[config.mk]
export PLATFORM = sky130hd
export DESIGN_NAME = benes_cfg_scheduler_flat
export DESIGN_NICKNAME = d
export VERILOG_FILES = /design/src/rtl/benes_cfg_scheduler_if.sv /design/src/rtl/benes_cfg_scheduler.sv /design/src/flat_wrapper.sv
export SDC_FILE = /design/constraint.sdc
export NUM_CORES = 1
export LEC_CHECK = 0
export ABC_AREA = 1
export ABC_CLOCK_PERIOD_IN_PS = 7700
export CAP_MARGIN = 20
export CORE_MARGIN = 5
export CORE_UTILIZATION = 40
export DETAILED_ROUTE_END_ITERATION = 8
export GPL_TIMING_DRIVEN = 0
export PLACE_DENSITY = 0.56
export SLEW_MARGIN = 20
export SYNTH_ARGS = -nofsm -noshare
export SYNTH_HDL_FRONTEND = slang
export SYNTH_SLANG_ARGS = --single-unit
[constraint.sdc]
create_clock -name clk -period 7.7 [get_ports clk]
set_input_delay 1.54 -clock clk [delete_from_list [all_inputs] [get_ports clk]]
set_output_delay 1.54 -clock clk [all_outputs]
set_load 0.03 [all_outputs]
[src/rtl/benes_cfg_scheduler_if.sv]
// Config-push, word-launch and network-control bundle shared by the Benes
// scheduler (slave side) and whatever feeds it (master side).
interface benes_cfg_scheduler_if #(
   parameter int N_STAGES = 5,
   parameter int SW_W     = 4,
   parameter int CNT_W    = 16
);
   logic                          cfg_valid;
   logic                          cfg_ready;
   logic [N_STAGES*SW_W-1:0]      cfg_data;
   logic [CNT_W-1:0]              cfg_count;
   logic                          in_valid;
   logic                          in_ready;
   logic                          net_valid;
   logic [0:N_STAGES-1][SW_W-1:0] switch_set;
   logic                          out_valid;
   logic                          busy;

   modport master (
      output cfg_valid, cfg_data, cfg_count, in_valid,
      input  cfg_ready, in_ready, net_valid, switch_set, out_valid, busy
   );

   modport slave (
      input  cfg_valid, cfg_data, cfg_count, in_valid,
      output cfg_ready, in_ready, net_valid, switch_set, out_valid, busy
   );
endinterface

[src/rtl/benes_cfg_scheduler.sv]
// Config queue, launch gating and per-stage skewed switch settings for an
// 8-port pipelined Benes network. Optional counters: define BENES_CFG_STATS_EN.
module benes_cfg_scheduler #(
   parameter int N_STAGES  = 5,
   parameter int SW_W      = 4,
   parameter int STAGE_LAT = 2,
   parameter int OUT_LAT   = 9,
   parameter int CFG_DEPTH = 4,
   parameter int CNT_W     = 16
) (
   input  logic                 clk,
   input  logic                 rst,
   benes_cfg_scheduler_if.slave bus
`ifdef BENES_CFG_STATS_EN
   ,
   output logic [31:0]          stat_words,
   output logic [15:0]          stat_cfgs
`endif
);
   localparam int              CFG_W   = N_STAGES * SW_W;
   localparam int              PTR_W   = $clog2(CFG_DEPTH);
   localparam logic [PTR_W:0]  DEPTH_C = (PTR_W + 1)'(CFG_DEPTH);

   typedef enum logic {IDLE = 1'b0, RUN = 1'b1} state_t;

   state_t           state;
   state_t           state_nxt;

   logic [CFG_W-1:0] fifo_data [0:CFG_DEPTH-1];
   logic [CNT_W-1:0] fifo_cnt  [0:CFG_DEPTH-1];
   logic [PTR_W-1:0] wr_ptr;
   logic [PTR_W-1:0] rd_ptr;
   logic [PTR_W:0]   fifo_count;
   logic [CFG_W-1:0] cur_cfg;
   logic [CNT_W-1:0] remaining;
   logic [OUT_LAT:1] valid_pipe;

   logic cfg_ready;
   logic in_ready;
   logic fifo_empty;
   logic push;
   logic wr;
   logic pop;
   logic launch;
   logic last;

   assign fifo_empty = (fifo_count == '0);
   assign cfg_ready  = !rst && (fifo_count < DEPTH_C);
   assign push       = bus.cfg_valid && cfg_ready;
   // Zero-length configs complete the handshake but never occupy a slot.
   assign wr         = push && (bus.cfg_count != '0);
   assign launch     = bus.in_valid && in_ready;
   assign last       = (remaining == CNT_W'(1));
   assign pop        = !fifo_empty && ((state == IDLE) || (launch && last));

   always_ff @(posedge clk) begin
      if (rst) begin
         state <= IDLE;
      end else begin
         state <= state_nxt;
      end
   end

   always_comb begin
      state_nxt = state;
      case (state)
         IDLE:    if (!fifo_empty) state_nxt = RUN;
         RUN:     if (launch && last && fifo_empty) state_nxt = IDLE;
         default: state_nxt = IDLE;
      endcase
   end

   always_comb begin
      in_ready = (state == RUN) && !rst;
   end

   always_ff @(posedge clk) begin
      if (wr) begin
         fifo_data[wr_ptr] <= bus.cfg_data;
         fifo_cnt[wr_ptr]  <= bus.cfg_count;
      end
   end

   always_ff @(posedge clk) begin
      if (rst) begin
         wr_ptr     <= '0;
         rd_ptr     <= '0;
         fifo_count <= '0;
         cur_cfg    <= '0;
         remaining  <= '0;
      end else begin
         if (wr) wr_ptr <= wr_ptr + 1'b1;
         if (pop) rd_ptr <= rd_ptr + 1'b1;
         case ({wr, pop})
            2'b10:   fifo_count <= fifo_count + 1'b1;
            2'b01:   fifo_count <= fifo_count - 1'b1;
            default: ;
         endcase
         // cur_cfg only changes on a pop, so idle settings stay put.
         if (pop) begin
            cur_cfg   <= fifo_data[rd_ptr];
            remaining <= fifo_cnt[rd_ptr];
         end else if (launch) begin
            remaining <= remaining - 1'b1;
         end
      end
   end

   // Stage k samples its slice STAGE_LAT*k cycles after launch; each stage
   // keeps only its own slice of the delayed launch config.
   assign bus.switch_set[0] = cur_cfg[SW_W-1:0];

   for (genvar k = 1; k < N_STAGES; k++) begin : g_skew
      localparam int D = STAGE_LAT * k;
      logic [SW_W-1:0] dly [1:D];

      always_ff @(posedge clk) begin
         if (rst) begin
            for (int d = 1; d <= D; d++) dly[d] <= '0;
         end else begin
            dly[1] <= cur_cfg[SW_W*k +: SW_W];
            for (int d = 2; d <= D; d++) dly[d] <= dly[d-1];
         end
      end

      assign bus.switch_set[k] = dly[D];
   end

   always_ff @(posedge clk) begin
      if (rst) begin
         valid_pipe <= '0;
      end else begin
         valid_pipe[1] <= launch;
         for (int i = 2; i <= OUT_LAT; i++) valid_pipe[i] <= valid_pipe[i-1];
      end
   end

   assign bus.cfg_ready = cfg_ready;
   assign bus.in_ready  = in_ready;
   assign bus.net_valid = launch;
   assign bus.out_valid = valid_pipe[OUT_LAT];
   assign bus.busy      = (state == RUN) || (|valid_pipe);

`ifdef BENES_CFG_STATS_EN
   always_ff @(posedge clk) begin
      if (rst) begin
         stat_words <= '0;
         stat_cfgs  <= '0;
      end else begin
         if (launch) stat_words <= stat_words + 32'd1;
         if (launch && last) stat_cfgs <= stat_cfgs + 16'd1;
      end
   end
`endif

endmodule

[src/flat_wrapper.sv]
// flat-port wrapper written by rule: the top's interface ports become plain ports
module benes_cfg_scheduler_flat 
#(
   parameter int N_STAGES  = 5,
   parameter int SW_W      = 4,
   parameter int STAGE_LAT = 2,
   parameter int OUT_LAT   = 9,
   parameter int CFG_DEPTH = 4,
   parameter int CNT_W     = 16
)
  (clk, rst, bus_cfg_valid, bus_cfg_data, bus_cfg_count, bus_in_valid, bus_cfg_ready, bus_in_ready, bus_net_valid, bus_switch_set, bus_out_valid, bus_busy);
  benes_cfg_scheduler_if #(.N_STAGES(N_STAGES), .SW_W(SW_W), .CNT_W(CNT_W)) bus_i ();
  input  logic clk;
  input  logic rst;
  input wire logic [$bits(bus_i.cfg_valid)-1:0] bus_cfg_valid;
  input wire logic [$bits(bus_i.cfg_data)-1:0] bus_cfg_data;
  input wire logic [$bits(bus_i.cfg_count)-1:0] bus_cfg_count;
  input wire logic [$bits(bus_i.in_valid)-1:0] bus_in_valid;
  output wire logic [$bits(bus_i.cfg_ready)-1:0] bus_cfg_ready;
  output wire logic [$bits(bus_i.in_ready)-1:0] bus_in_ready;
  output wire logic [$bits(bus_i.net_valid)-1:0] bus_net_valid;
  output wire logic [$bits(bus_i.switch_set)-1:0] bus_switch_set;
  output wire logic [$bits(bus_i.out_valid)-1:0] bus_out_valid;
  output wire logic [$bits(bus_i.busy)-1:0] bus_busy;
  assign bus_i.cfg_valid = bus_cfg_valid;
  assign bus_i.cfg_data = bus_cfg_data;
  assign bus_i.cfg_count = bus_cfg_count;
  assign bus_i.in_valid = bus_in_valid;
  assign bus_cfg_ready = bus_i.cfg_ready;
  assign bus_in_ready = bus_i.in_ready;
  assign bus_net_valid = bus_i.net_valid;
  assign bus_switch_set = bus_i.switch_set;
  assign bus_out_valid = bus_i.out_valid;
  assign bus_busy = bus_i.busy;
  benes_cfg_scheduler #(.N_STAGES(N_STAGES), .SW_W(SW_W), .STAGE_LAT(STAGE_LAT), .OUT_LAT(OUT_LAT), .CFG_DEPTH(CFG_DEPTH), .CNT_W(CNT_W)) u_core (.clk(clk), .rst(rst), .bus(bus_i));
endmodule
==> results.toml, run 1 <==
[power]
switchingPower_uw = 1480
pwr-share-seq = 0.407
p_per_area_nw_per_um2 = 363
ir_worst_vdd_mv = 0.204
total_power_uw = 4500
power_switching_share = 0.330
power.combinational.fraction = 0.277
internal-power_uw = 3020
leakage_uw = 0.00458
share_clk_of_total_power = 0.316

[floorplanning]
dieArea_um2 = 28800
pin_count = 65
std_cell_rows = 58
floorplan.die.height_um = 170
floorplan.initialDensity = 0.406
core_region_area_um2 = 25200
fp.dieW_um = 170

[synthesis]
synth-edff-count = 144
syn-cell-area_um2 = 10200
synth-warning-count = 0
yosys-top-cells-area = "edfxtp_1 42%, dfxtp_1 26%, nor2_1 8.1%, o21ai_0 5.4%, inv_1 4.5%"
yosys-top-cells-count = "220 x nor2_1, 144 x edfxtp_1, 135 x dfxtp_1"
synth-async-reset-ratio = 0
synth_area_per_cell_um2 = 10.4
synth_seq_cells = 279
post_synth_inst_count = 982
synthDistinctLibCells = 32
yosys_most_used_dff = "edfxtp_1"
synth.most_common_cell = "nor2_1"
synth.net_count = 1030
yosysTopAreaCellShare = 0.423
synth-seq-area-share = 0.688
synth_top_cell_by_area = "edfxtp_1"

[clocking]
cts.sinks = 279
cts.clk_slew.worst_paths_ns = 0.06
cts_resized = 0
cts_tree = "done"
post_cts_buffers = 0
ctsHtreeMaxLevel = 1
clk-insertion-delay-late_ns = 0.55
cts.root.buffer_cell = "clkbuf_16"
max-clock-path-buffers = 3
cts_buffers = 29
cts_hold_buffers = 0

[critical_path]
path_max_fanout = 10
cpPeakStageDelay_ns = 0.68
timing.critical_path.mode_cell = "clkdlybuf4s50_1"
worstRegToRegCells = 14
arrival_ns = 2.99
start_kind = "primary input"
cp_data_required_time_ns = 6.16
worstSetupEndpointType = "primary output"
timing.critical_path.slowest_stage_cell = "clkdlybuf4s50_1"
worstPathCellList = "clkdlybuf4s50_1 > nand2_4 > inv_4 > clkdlybuf4s50_1"
worst-setup-path-type = "primary input to primary output"

[placed_design]
postPlaceCellArea_um2 = 11400
dp_hpwl_um = 13800
post-place-cells = 1380
globalplace.congestion = 0.808
dpl_worst_slack_ns = 3.16
port-buffer-count = 63

[timing]
finalSetupViolCount = 0
fin_ws_ns = 3.17
rsz0062_at_grt = "false"
fin_setup_tns_ns = 0
fmaxAchievable_mhz = 221
slew_headroom = 0.559
max_slew_violation_count = 0
layout_worst_path_cycle_share = 0.588
fin_worst_skew_ns = 0.0136
timing_worst_slew_pin_value_ns = 0.661
period_needed_ns = 4.53
final-hold-violation-count = 0

[drt]
remaining_antenna_violation_count = 0
avgViaCountPerCell = 4.59
wl_per_cell_um = 14.6
vias = 6587
drc = 0
drt-pass1-iter-count = 4
drt_iter0_markers = 477
postRouteWirelength_um = 20900

[layout]
multi_input_area_um2 = 2450
layout.area.seq_um2 = 7030
layout-drive-gt1-share = 0.0842
antenna_cells = 0
post_route_design_area_um2 = 12400
area_growth_syn_to_layout_pct = 21.4
layoutNonFillerInstCount = 1434
num-fill-cells = 2315
nNetsFinal = 1129

[global_routing]
grt_antenna_before_repair = 1
grt_remaining_overflow = 0
track_usage = 0.143
grt_pass1_vias = 6095
pin_count_of_the_biggest_net_entering_global_routing = 24
grt_first_pass_wirelength_um = 32700

[min_path]
holdPathStages = 2
timing.hold.worst.class = "flip-flop to flip-flop"

[run_status]
run_status = "finished clean"

[job]
max_cap_violations = 0
[critical path: cells and delay by family]
family | cells | cell delay (ns)
AND/OR/NAND/NOR | 1 | 0.12
buffers and inverters | 3 | 1.32
[power by group through the flow]
stage	clock network (µW)	registers [µW]	logic [µW]
CTS	1450	1830	1250
detailed placement	0	1860	1240
finish	1420	1830	1250
floorplan	0	1850	844
global placement	0	1870	1210
global route	1520	1850	1410
[state kept, by name (all words and copies together) (netlist names), 3 cells and up, named ones only]
register           cells
u_core.fifo_count      3
u_core.fifo_data      80
u_core.remaining      16
u_core.g_skew.dly     80
u_core.cur_cfg        20
u_core.fifo_cnt       64
u_core.valid_pipe      9
[metrics by stage]
stage	hold WS (ns)	util
floorplan	0.388	-
finish	0.396	0.493
detailed placement	0.392	0.453
CTS	0.400	0.493
global placement	0.389	0.447
global route	0.407	0.493
[area by class of cell]
cell class / count / area share
Buffer: 58 / 0.0248
Tap cell: 330 / 0.0333
Timing Repair Buffer: 68 / 0.0601
Clock buffer: 38 / 0.0664
Multi-Input combinational cell: 521 / 0.197
Inverter: 124 / 0.0377
Sequential cell: 279 / 0.566
Clock inverter: 16 / 0.0142
[layer usage]
| metal | vias to the layer above | wire [µm] | global-route usage |
|---|---|---|---|
| met3 | 41 | 956 | 0.0249 |
| met1 | 3018 | 10400 | 0.206 |
| li1 | 3403 | - | - |
| met4 | 2 | 479 | 0.0424 |
| met2 | 123 | 9110 | 0.222 |
| met5 | - | 7 | 0 |
[kinds of logic after synthesis]
kind of cell | after synthesis | share of synthesized area
XOR/XNOR | 6 | 0.00514
buffers and inverters | 182 | 0.0759
AO/OA/AOI/OAI | 184 | 0.0950
adder cells (fa/ha/maj) | 8 | 0.0105
flip-flops | 279 | 0.688
AND/OR/NAND/NOR | 323 | 0.126
[path summary, 6_finish.rpt]
kind,startpoint,endpoint,slack (ns)
max,bus_in_valid,bus_net_valid,3.17
min,u_core.g_skew[3].dly[0][13],u_core.g_skew[3].dly[0][17],0.40
max reg2reg,u_core.remaining[10],u_core.fifo_count[2],4.86
min reg2reg,u_core.g_skew[3].dly[0][13],u_core.g_skew[3].dly[0][17],0.40
[layout by cell type, fill, tap and decap left out, drive strengths merged]
master	count
dfxtp	135
nor4	2
a21oi	37
edfxtp	144
nand3	14
fa	1
o22ai	32
ha	7
xor2	6
a32o	2
clkdlybuf4s50	63
clkinvlp	1
bufinv	3
or2	2
and2	1
nor3	3
clkbuf	69
o21ai	113
nand2	75
nor2	222
clkinv	10
inv	126
buf	32
nand4	3
nand3b	1
No activity file was read; power rests on OpenSTA's default activity.
==> run 2, diff against run 1 <==
Settings changed: ABC_CLOCK_PERIOD_IN_PS 7700 to 3600, PLACE_DENSITY 0.56 to 0.58.
Clock period 7.7 ns to 3.6 ns, I/O delays scaled along.
==> run 2 against run 1 <==
Effect of this change:
- design area fell by 0.28%
- critical endpoint is now u_core.fifo_count[2]
- count of clock-buffer cells in the layout rose by 1
- final cell count fell by 0.21%
- routed wire length fell by 0.67%
==> results.toml, run 2 (synthesized netlist as in run 1, its figures left out) <==
[run_status]
run_status = "finished clean"

[clocking]
clk-insertion-delay-late_ns = 0.55
ctsHtreeMaxLevel = 1
cts_tree = "done"
cts_hold_buffers = 0
cts_buffers = 28
cts_resized = 0
cts.sinks = 279
cts.root.buffer_cell = "clkbuf_16"
cts.clk_slew.worst_paths_ns = 0.06
post_cts_buffers = 0
max-clock-path-buffers = 3

[timing]
final-hold-violation-count = 0
fin_worst_skew_ns = 0.0304
fmaxAchievable_mhz = 321
rsz0062_at_grt = "false"
period_needed_ns = 3.12
hold-worst-slack_ns = 0.397
max_slew_violation_count = 0
slew_headroom = 0.488
finalSetupViolCount = 0
fin_ws_ns = 0.482
layout_worst_path_cycle_share = 0.866
timing_worst_slew_pin_value_ns = 0.766
fin_setup_tns_ns = 0

[placed_design]
port-buffer-count = 63
post-place-cells = 1379
dp_hpwl_um = 13800
globalplace.congestion = 0.885
dpl_worst_slack_ns = -0.0817

[min_path]
hold-path-endpoint = "u_core.g_skew[4].dly[0][17]"
timing.hold.worst.class = "flip-flop to flip-flop"
holdPathStages = 2
hold_path_startpoint = "u_core.g_skew[4].dly[0][13]"

[floorplanning]
std_cell_rows = 58
core_region_area_um2 = 25200
pin_count = 65
floorplan.initialDensity = 0.406
floorplan.die.height_um = 170
dieArea_um2 = 28800
fp.dieW_um = 170

[layout]
nNetsFinal = 1127
final_core_util = 0.491
area_growth_syn_to_layout_pct = 21.1
layout.cells.most_common_list = "216 x nor2_1, 144 x edfxtp_1, 135 x dfxtp_1, 122 x inv_1, 111 x o21ai_0"
num-fill-cells = 2268
layout-drive-gt1-share = 0.0763
layout_commonest_cell = "nor2_1"
top_registers = "u_core.fifo_data x80, u_core.g_skew.dly x80, u_core.fifo_cnt x64"
multi_input_area_um2 = 2450
layoutNonFillerInstCount = 1431
antenna_cells = 0
layout.area.seq_um2 = 7030

[drt]
wl_per_cell_um = 14.5
drt_iter0_markers = 402
drc = 0
avgViaCountPerCell = 4.65
remaining_antenna_violation_count = 0
postRouteWirelength_um = 20800
drt-pass1-iter-count = 5
vias = 6653

[critical_path]
arrival_ns = 3.52
cp_data_required_time_ns = 4.00
worst-setup-path-type = "primary input to flip-flop"
rr_startpoint = "u_core.state"
cpPeakStageDelay_ns = 0.53
timing.critical_path.slowest_stage_cell = "clkdlybuf4s50_1"
start_kind = "primary input"
worstSetupEndpointType = "flip-flop"
crit_path_start = "bus_cfg_count[11]"
cp_top_family = "simple AND/OR/NAND/NOR gates"
critical_register_to_register_path_endpoint = "u_core.fifo_count[2]"
timing.critical_path.depth = 11
path_max_fanout = 9
timing.critical_path.mode_cell = "nor2_1"
worstPathCellList = "clkdlybuf4s50_1 > nor2_1 > nand4_1 > or2_2 > nand3_1 > ha_1 > inv_1 > fa_1 > o21ai_0 > xor2_1 > nor2_1"
regToRegSetupSlack_ns = 0.77
worstRegToRegCells = 15
worst-path-buf-inv = 2

[power]
ir_worst_vdd_mv = 0.408
leakage_uw = 0.00455
p_per_area_nw_per_um2 = 776

[global_routing]
grt_first_pass_wirelength_um = 33200
grt_antenna_before_repair = 0
global_route.peak_usage_layer = "met2"
grt_pass1_vias = 6231
globalRouteMet1Util = 0.201
pin_count_of_the_biggest_net_entering_global_routing = 23
grt_remaining_overflow = 0
track_usage = 0.143
grt_use_met3 = 0.0221
groute.layer.met2.usage = 0.231

[job]
max_cap_violations = 0
## run 2: cell types whose count changed in the layout (fill, tap and decap cells not counted), sizes merged
cell / before / now
clkinvlp: 1 / 0
clkbuf: 69 / 70
inv: 126 / 124
bufinv: 3 / 5
buf: 32 / 31
clkinv: 10 / 8
## run 2: area by class of cell
| cell class | count | share of cell area |
|---|---|---|
| Sequential cell | 279 | 0.568 |
| Multi-Input combinational cell | 521 | 0.198 |
| Clock buffer | 39 | 0.0632 |
| Timing Repair Buffer | 67 | 0.0587 |
| Inverter | 124 | 0.0378 |
| Tap cell | 330 | 0.0334 |
| Buffer | 58 | 0.0249 |
| Clock inverter | 13 | 0.0164 |
## run 2: worst max-delay path by stage
| stage | endpoint |
|---|---|
| CTS | u_core.fifo_count[2] |
| detailed placement | u_core.fifo_count[2] |
| global route | u_core.fifo_count[2] |
| floorplan | u_core.fifo_cnt[0][0] |
| global placement | u_core.fifo_cnt[1][12] |
| finish | u_core.fifo_count[2] |
## run 2: metrics by stage
step / power [µW] / instance area [µm²]
floorplan: 5760 / 10200
global placement: 6580 / 11300
detailed placement: 6630 / 11400
CTS: 9670 / 12400
global route: 10200 / 12400
finish: 9610 / 12400
## run 2: per-layer routing
| layer | routed length (µm) | share of wire | vias to the layer above |
|---|---|---|---|
| met4 | 493 | 0.024 | 0 |
| met1 | 9720 | 0.47 | 3048 |
| met5 | 0 | 0 | - |
| met2 | 9470 | 0.46 | 165 |
| li1 | - | - | 3399 |
| met3 | 1120 | 0.054 | 41 |
## run 2: worst reg2reg max path: cells and delay by family (launching register included)
kind / cells / cell delay, ns
compound gates: 1 / 0.26
xor+xnor: 1 / 0.17
fa+ha+maj: 2 / 0.53
buf+inv: 5 / 0.76
flops: 1 / 0.36
simple gates: 6 / 0.61
## run 2: power breakdown
group | internal [µW] | switching (µW)
Combinational | 873 | 1780
Sequential | 3740 | 185
Clock | 1870 | 1150
==> run 3, diff against run 2 <==
Settings changed: ABC_AREA 1 to default.
==> run 3 against run 2 <==
Effect of this change:
- sequential cell count did not move
- clock skew fell by 0.015 ns
- maximum frequency fell by 7.0%
- worst hold slack improved by 0.033 ns
- final cell count fell by 26%
- critical path type unchanged
- largest power group unchanged
- register-to-register slack got worse by 0.44 ns
- non-clock buffer count fell by 13
- die area fell by 4.3%
- sequential power barely moved
- worst setup slack got worse by 0.23 ns
- routed wire length fell by 16%
- via count fell by 25%
==> results.toml, run 3 <==
[run_status]
run_status = "finished clean"

[synthesis]
synth_simple_gate_area_frac = 0.0988
synth_top_cell_by_area = "edfxtp_1"
synth-edff-count = 144
synthDistinctLibCells = 34
yosys_most_used_dff = "edfxtp_1"
synth.net_count = 670
synth_compound_area_frac = 0.0176
synth-warning-count = 0
post_synth_fa_ha_maj_area_fraction = 0.0110
synth_xor_area_frac = 0.0171
synth.most_common_cell = "edfxtp_1"
synth-async-reset-ratio = 0
synth_area_per_cell_um2 = 15.7
synth_seq_cells = 279
synth_mux_area_frac = 0.105
yosysTopAreaCellShare = 0.444
synth_top_family_by_area = "multiplexers"
syn-cell-area_um2 = 9750
synth-seq-area-share = 0.721
post_synth_inst_count = 622
yosys-top-cells-area = "edfxtp_1 44%, dfxtp_1 28%, mux4_2 8.3%, nor2b_1 5.7%, mux2i_1 2.2%"
yosys-top-cells-count = "144 x edfxtp_1, 135 x dfxtp_1, 89 x nor2b_1"

[power]
total_power_uw = 8440
share_clk_of_total_power = 0.309
internal-power_uw = 6120
power_switching_share = 0.275
ir_worst_vdd_mv = 0.305
power.combinational.fraction = 0.224
pwr-share-seq = 0.467
switchingPower_uw = 2320
p_per_area_nw_per_um2 = 721
leakage_uw = 0.00409

[layout]
area_growth_syn_to_layout_pct = 20.0
antenna_cells = 0
layout_commonest_cell = "edfxtp_1"
post_route_design_area_um2 = 11700
layout-drive-gt1-share = 0.149
layoutNonFillerInstCount = 1062
top_registers = "u_core.fifo_data x80, u_core.g_skew.dly x80, u_core.fifo_cnt x64"
layout.cells.most_common_list = "144 x edfxtp_1, 135 x dfxtp_1, 89 x nor2b_1, 63 x clkdlybuf4s50_1, 48 x nor2_1"
nNetsFinal = 765

[clocking]
max-clock-path-buffers = 3
cts_buffers = 27
cts.sinks = 279
cts_resized = 1
cts_tree = "done"
clk-insertion-delay-late_ns = 0.52
cts.clk_slew.worst_paths_ns = 0.06
cts_hold_buffers = 0
cts.root.buffer_cell = "clkbuf_16"
ctsHtreeMaxLevel = 1
post_cts_buffers = 0

[floorplanning]
floorplan.initialDensity = 0.403
floorplan.die.height_um = 166
dieArea_um2 = 27600
core_region_area_um2 = 24200
fp.dieW_um = 166
std_cell_rows = 57
pin_count = 65

[global_routing]
track_usage = 0.127
grt_pass1_vias = 5381
grt_antenna_before_repair = 1
pin_count_of_the_biggest_net_entering_global_routing = 22
grt_remaining_overflow = 0
grt_first_pass_wirelength_um = 28500

[timing]
slew_headroom = 0.388
period_needed_ns = 3.35
fin_worst_skew_ns = 0.0155
rsz0062_at_grt = "false"
finalSetupViolCount = 0
final-hold-violation-count = 0
timing_worst_slew_pin_value_ns = 0.918
max_slew_violation_count = 0
layout_worst_path_cycle_share = 0.931
fin_ws_ns = 0.248
fmaxAchievable_mhz = 298

[placed_design]
dpl_worst_slack_ns = -0.268
port-buffer-count = 63
post-place-cells = 1013
dp_hpwl_um = 11600
globalplace.congestion = 0.769
postPlaceCellArea_um2 = 10900

[drt]
postRouteWirelength_um = 17500
vias = 4985
avgViaCountPerCell = 4.69
drt-pass1-iter-count = 4
drt_iter0_markers = 243
remaining_antenna_violation_count = 0
drc = 0
wl_per_cell_um = 16.4

[critical_path]
worstSetupEndpointType = "flip-flop"
worst-setup-path-type = "primary input to flip-flop"
path_max_fanout = 8
arrival_ns = 3.79
start_kind = "primary input"
cp_data_required_time_ns = 4.04

[job]
max_cap_violations = 0

[min_path]
timing.hold.worst.class = "flip-flop to flip-flop"
## run 3: final cells by class
class	count	area [µm²]
plain buffers	45	244
clock buffers	32	714
clock inverters	18	119
fillers	2048	12500
inverters	12	45.0
multi-input cells	285	2430
flip-flops and latches	279	7030
well taps	324	405
repair buffers	67	711
## run 3: layer usage
layer | share of wire | vias to the layer above | GRT usage | wire length, µm
li1 | - | 2408 | - | -
met1 | 0.44 | 2455 | 0.163 | 7650
met2 | 0.50 | 94 | 0.221 | 8700
met3 | 0.045 | 28 | 0.0240 | 782
met4 | 0.018 | 0 | 0.0362 | 312
met5 | 0 | - | 0 | 0
## run 3: kinds of logic after synthesis
kind of cell    Yosys count
flops                   279
simple gates            176
buf+inv                  58
mux                      57
compound gates           25
xor+xnor                 19
fa+ha+maj                 8
## run 3: stage by stage
step | TNS, ns | hold slack [ns] | utilization
final | 0 | 0.430 | 0.484
after global routing | 0 | 0.448 | 0.484
after CTS | 0 | 0.434 | 0.484
after detailed placement | -0.561 | 0.420 | 0.450
after global placement | -79.07 | 0.416 | 0.446
after floorplan | 0 | 0.414 | -
## run 3: power by group through the flow
stage / registers, µW / clock network (µW) / logic [µW]
after floorplan: 3960 / 0 / 1400
after global placement: 4000 / 0 / 1830
after detailed placement: 4010 / 0 / 1920
after CTS: 3940 / 2670 / 1930
after global routing: 3990 / 2830 / 2090
final: 3940 / 2610 / 1890
## run 3: worst max-delay path, cell delays in order
cell and delay [ns]:
clkdlybuf4s50_1 0.50, nor4_1 0.52, nand4_1 0.29, and3_1 0.25, clkbuf_1 0.18, inv_1 0.09, ha_1 0.18, inv_1 0.06
fa_1 0.37, xor2_1 0.18, or3_1 0.30, a21oi_1 0.14
## run 3: final timing paths
check	from	cells past startpoint	slack, ns	endpoint
worst max register to register	u_core.remaining[2]	12	0.33	u_core.fifo_count[2]
worst min register to register	u_core.g_skew[2].dly[0][12]	1	0.43	u_core.g_skew[2].dly[0][16]
worst max-delay path	bus_cfg_count[2]	12	0.25	u_core.fifo_count[2]
worst min-delay path	u_core.g_skew[2].dly[0][12]	1	0.43	u_core.g_skew[2].dly[0][16]
==> patch: new RTL, config.mk and constraints of run 1 <==
`CFG_DEPTH` is set to 4 in 2 places; all go to 16.
--- a/src/rtl/benes_cfg_scheduler.sv
+++ b/src/rtl/benes_cfg_scheduler.sv
@@ -6,5 +6,5 @@
    parameter int STAGE_LAT = 2,
    parameter int OUT_LAT   = 9,
-   parameter int CFG_DEPTH = 4,
+   parameter int CFG_DEPTH = 16,
    parameter int CNT_W     = 16
 ) (
--- a/src/flat_wrapper.sv
+++ b/src/flat_wrapper.sv
@@ -6,5 +6,5 @@
    parameter int STAGE_LAT = 2,
    parameter int OUT_LAT   = 9,
-   parameter int CFG_DEPTH = 4,
+   parameter int CFG_DEPTH = 16,
    parameter int CNT_W     = 16
 )
Check against the original RTL: same outputs for any inputs over 4 cycles, from zero or initial values and one cycle with rst high; that may be too few to reach the edited logic, so the function may still have changed.
==> patch against run 1 <==
Area after synthesis increased to 2.8 times the old value. Sequential power is 140% higher. Worst setup slack got worse by 0.57 ns. Highest routed layer is now met4. Largest cell class unchanged. Cell area rose to 2.7 times the old value. Global-route usage grew 7.7 points. Sequential share of layout area increased by 3.4 points. Critical path depth up 1. Sequential cell count is 440 higher. Total power grew 150%. Critical path type unchanged. Wire length grew to 4.0 times the old value.
==> patch: results (changes against run 1) <==
stage	metric	value	unit	change
placed_design	io_buffers	64		+1.6%
logic_synthesis	synth-xor-area-share	0.00434		-0.000800
detailed_routing	drtIter0Drc	2562		+440%
logic_synthesis	synth_cell_types	33		+3.1%
sta	hold-worst-slack	0.399	ns	+0.00326 ns
power	leakage	11.9	nW	+160%
sta	fin_crit	5.10	ns	+0.572 ns
hold_path	whs_endpoint	u_core.g_skew[3].dly[0][26]		
critical_path	rr_worst_depth	15		+1
placed_design	dpl_worst_slack	2.55	ns	-0.613 ns
hold_path	min-delay-start	u_core.g_skew[3].dly[0][22]		
cells_and_area	layout.nets	2766		+140%
cts	htree_num_levels	3		+2
logic_synthesis	synth_adder_area_share	0.00487		-0.00566
cts	clk_latency	0.64	ns	+0.09 ns
power	ir_drop	0.174	mV	-15%
logic_synthesis	syn_avg_cell_area	11.1	sq um	+6.8%
placed_design	place_area	0.0310	sq mm	+170%
placed_design	hpwl	55200	um	+300%
run_status	status	complete, no violations		
detailed_routing	dr.pass1.iters	6		+2
global_routing	grt_start_max_net_pins	19		-21%
power	clkPwrFrac	0.330		+0.014
sta	max_slew_margin	0.352		-0.207
cells_and_area	drive_above_1_share	0.0933		+0.00909
global_routing	grtUsageTotal	0.219		+0.0766
detailed_routing	avgViaCountPerCell	5.31		+16%
## patch: cell count changes in the layout (fill, tap and decap cells not counted), sizes merged, moves of 38 or more
cell	run 1	this run
nand2	75	300
inv	126	164
buf	32	116
nor2	222	600
edfxtp	144	576
nand3	14	235
clkbuf	69	174
o21ai	113	249
## patch: kinds of logic after synthesis
kind of cell	Yosys count
AND/OR/NAND/NOR	1163
flip-flops	719
buffers and inverters	319
AO/OA/AOI/OAI	314
XOR/XNOR	14
adder cells (fa/ha/maj)	11
## patch: layout make-up
type                            count  area, sq um
Antenna cell                        1         2.50
Clock inverter                     37          424
Tap cell                          940         1180
Fill cell                        6299        36500
Multi-Input combinational cell   1502         6820
Timing Repair Buffer               98         1510
Sequential cell                   719        20200
Inverter                          163          612
Buffer                            156          764
Clock buffer                      100         2080
## patch: metal layers
metal,track usage,vias to the layer above,wire (um)
li1,-,8970,-
met1,0.317,9635,35500
met2,0.342,954,37900
met3,0.0367,156,8580
met4,0.0659,0,2250
met5,0,-,0
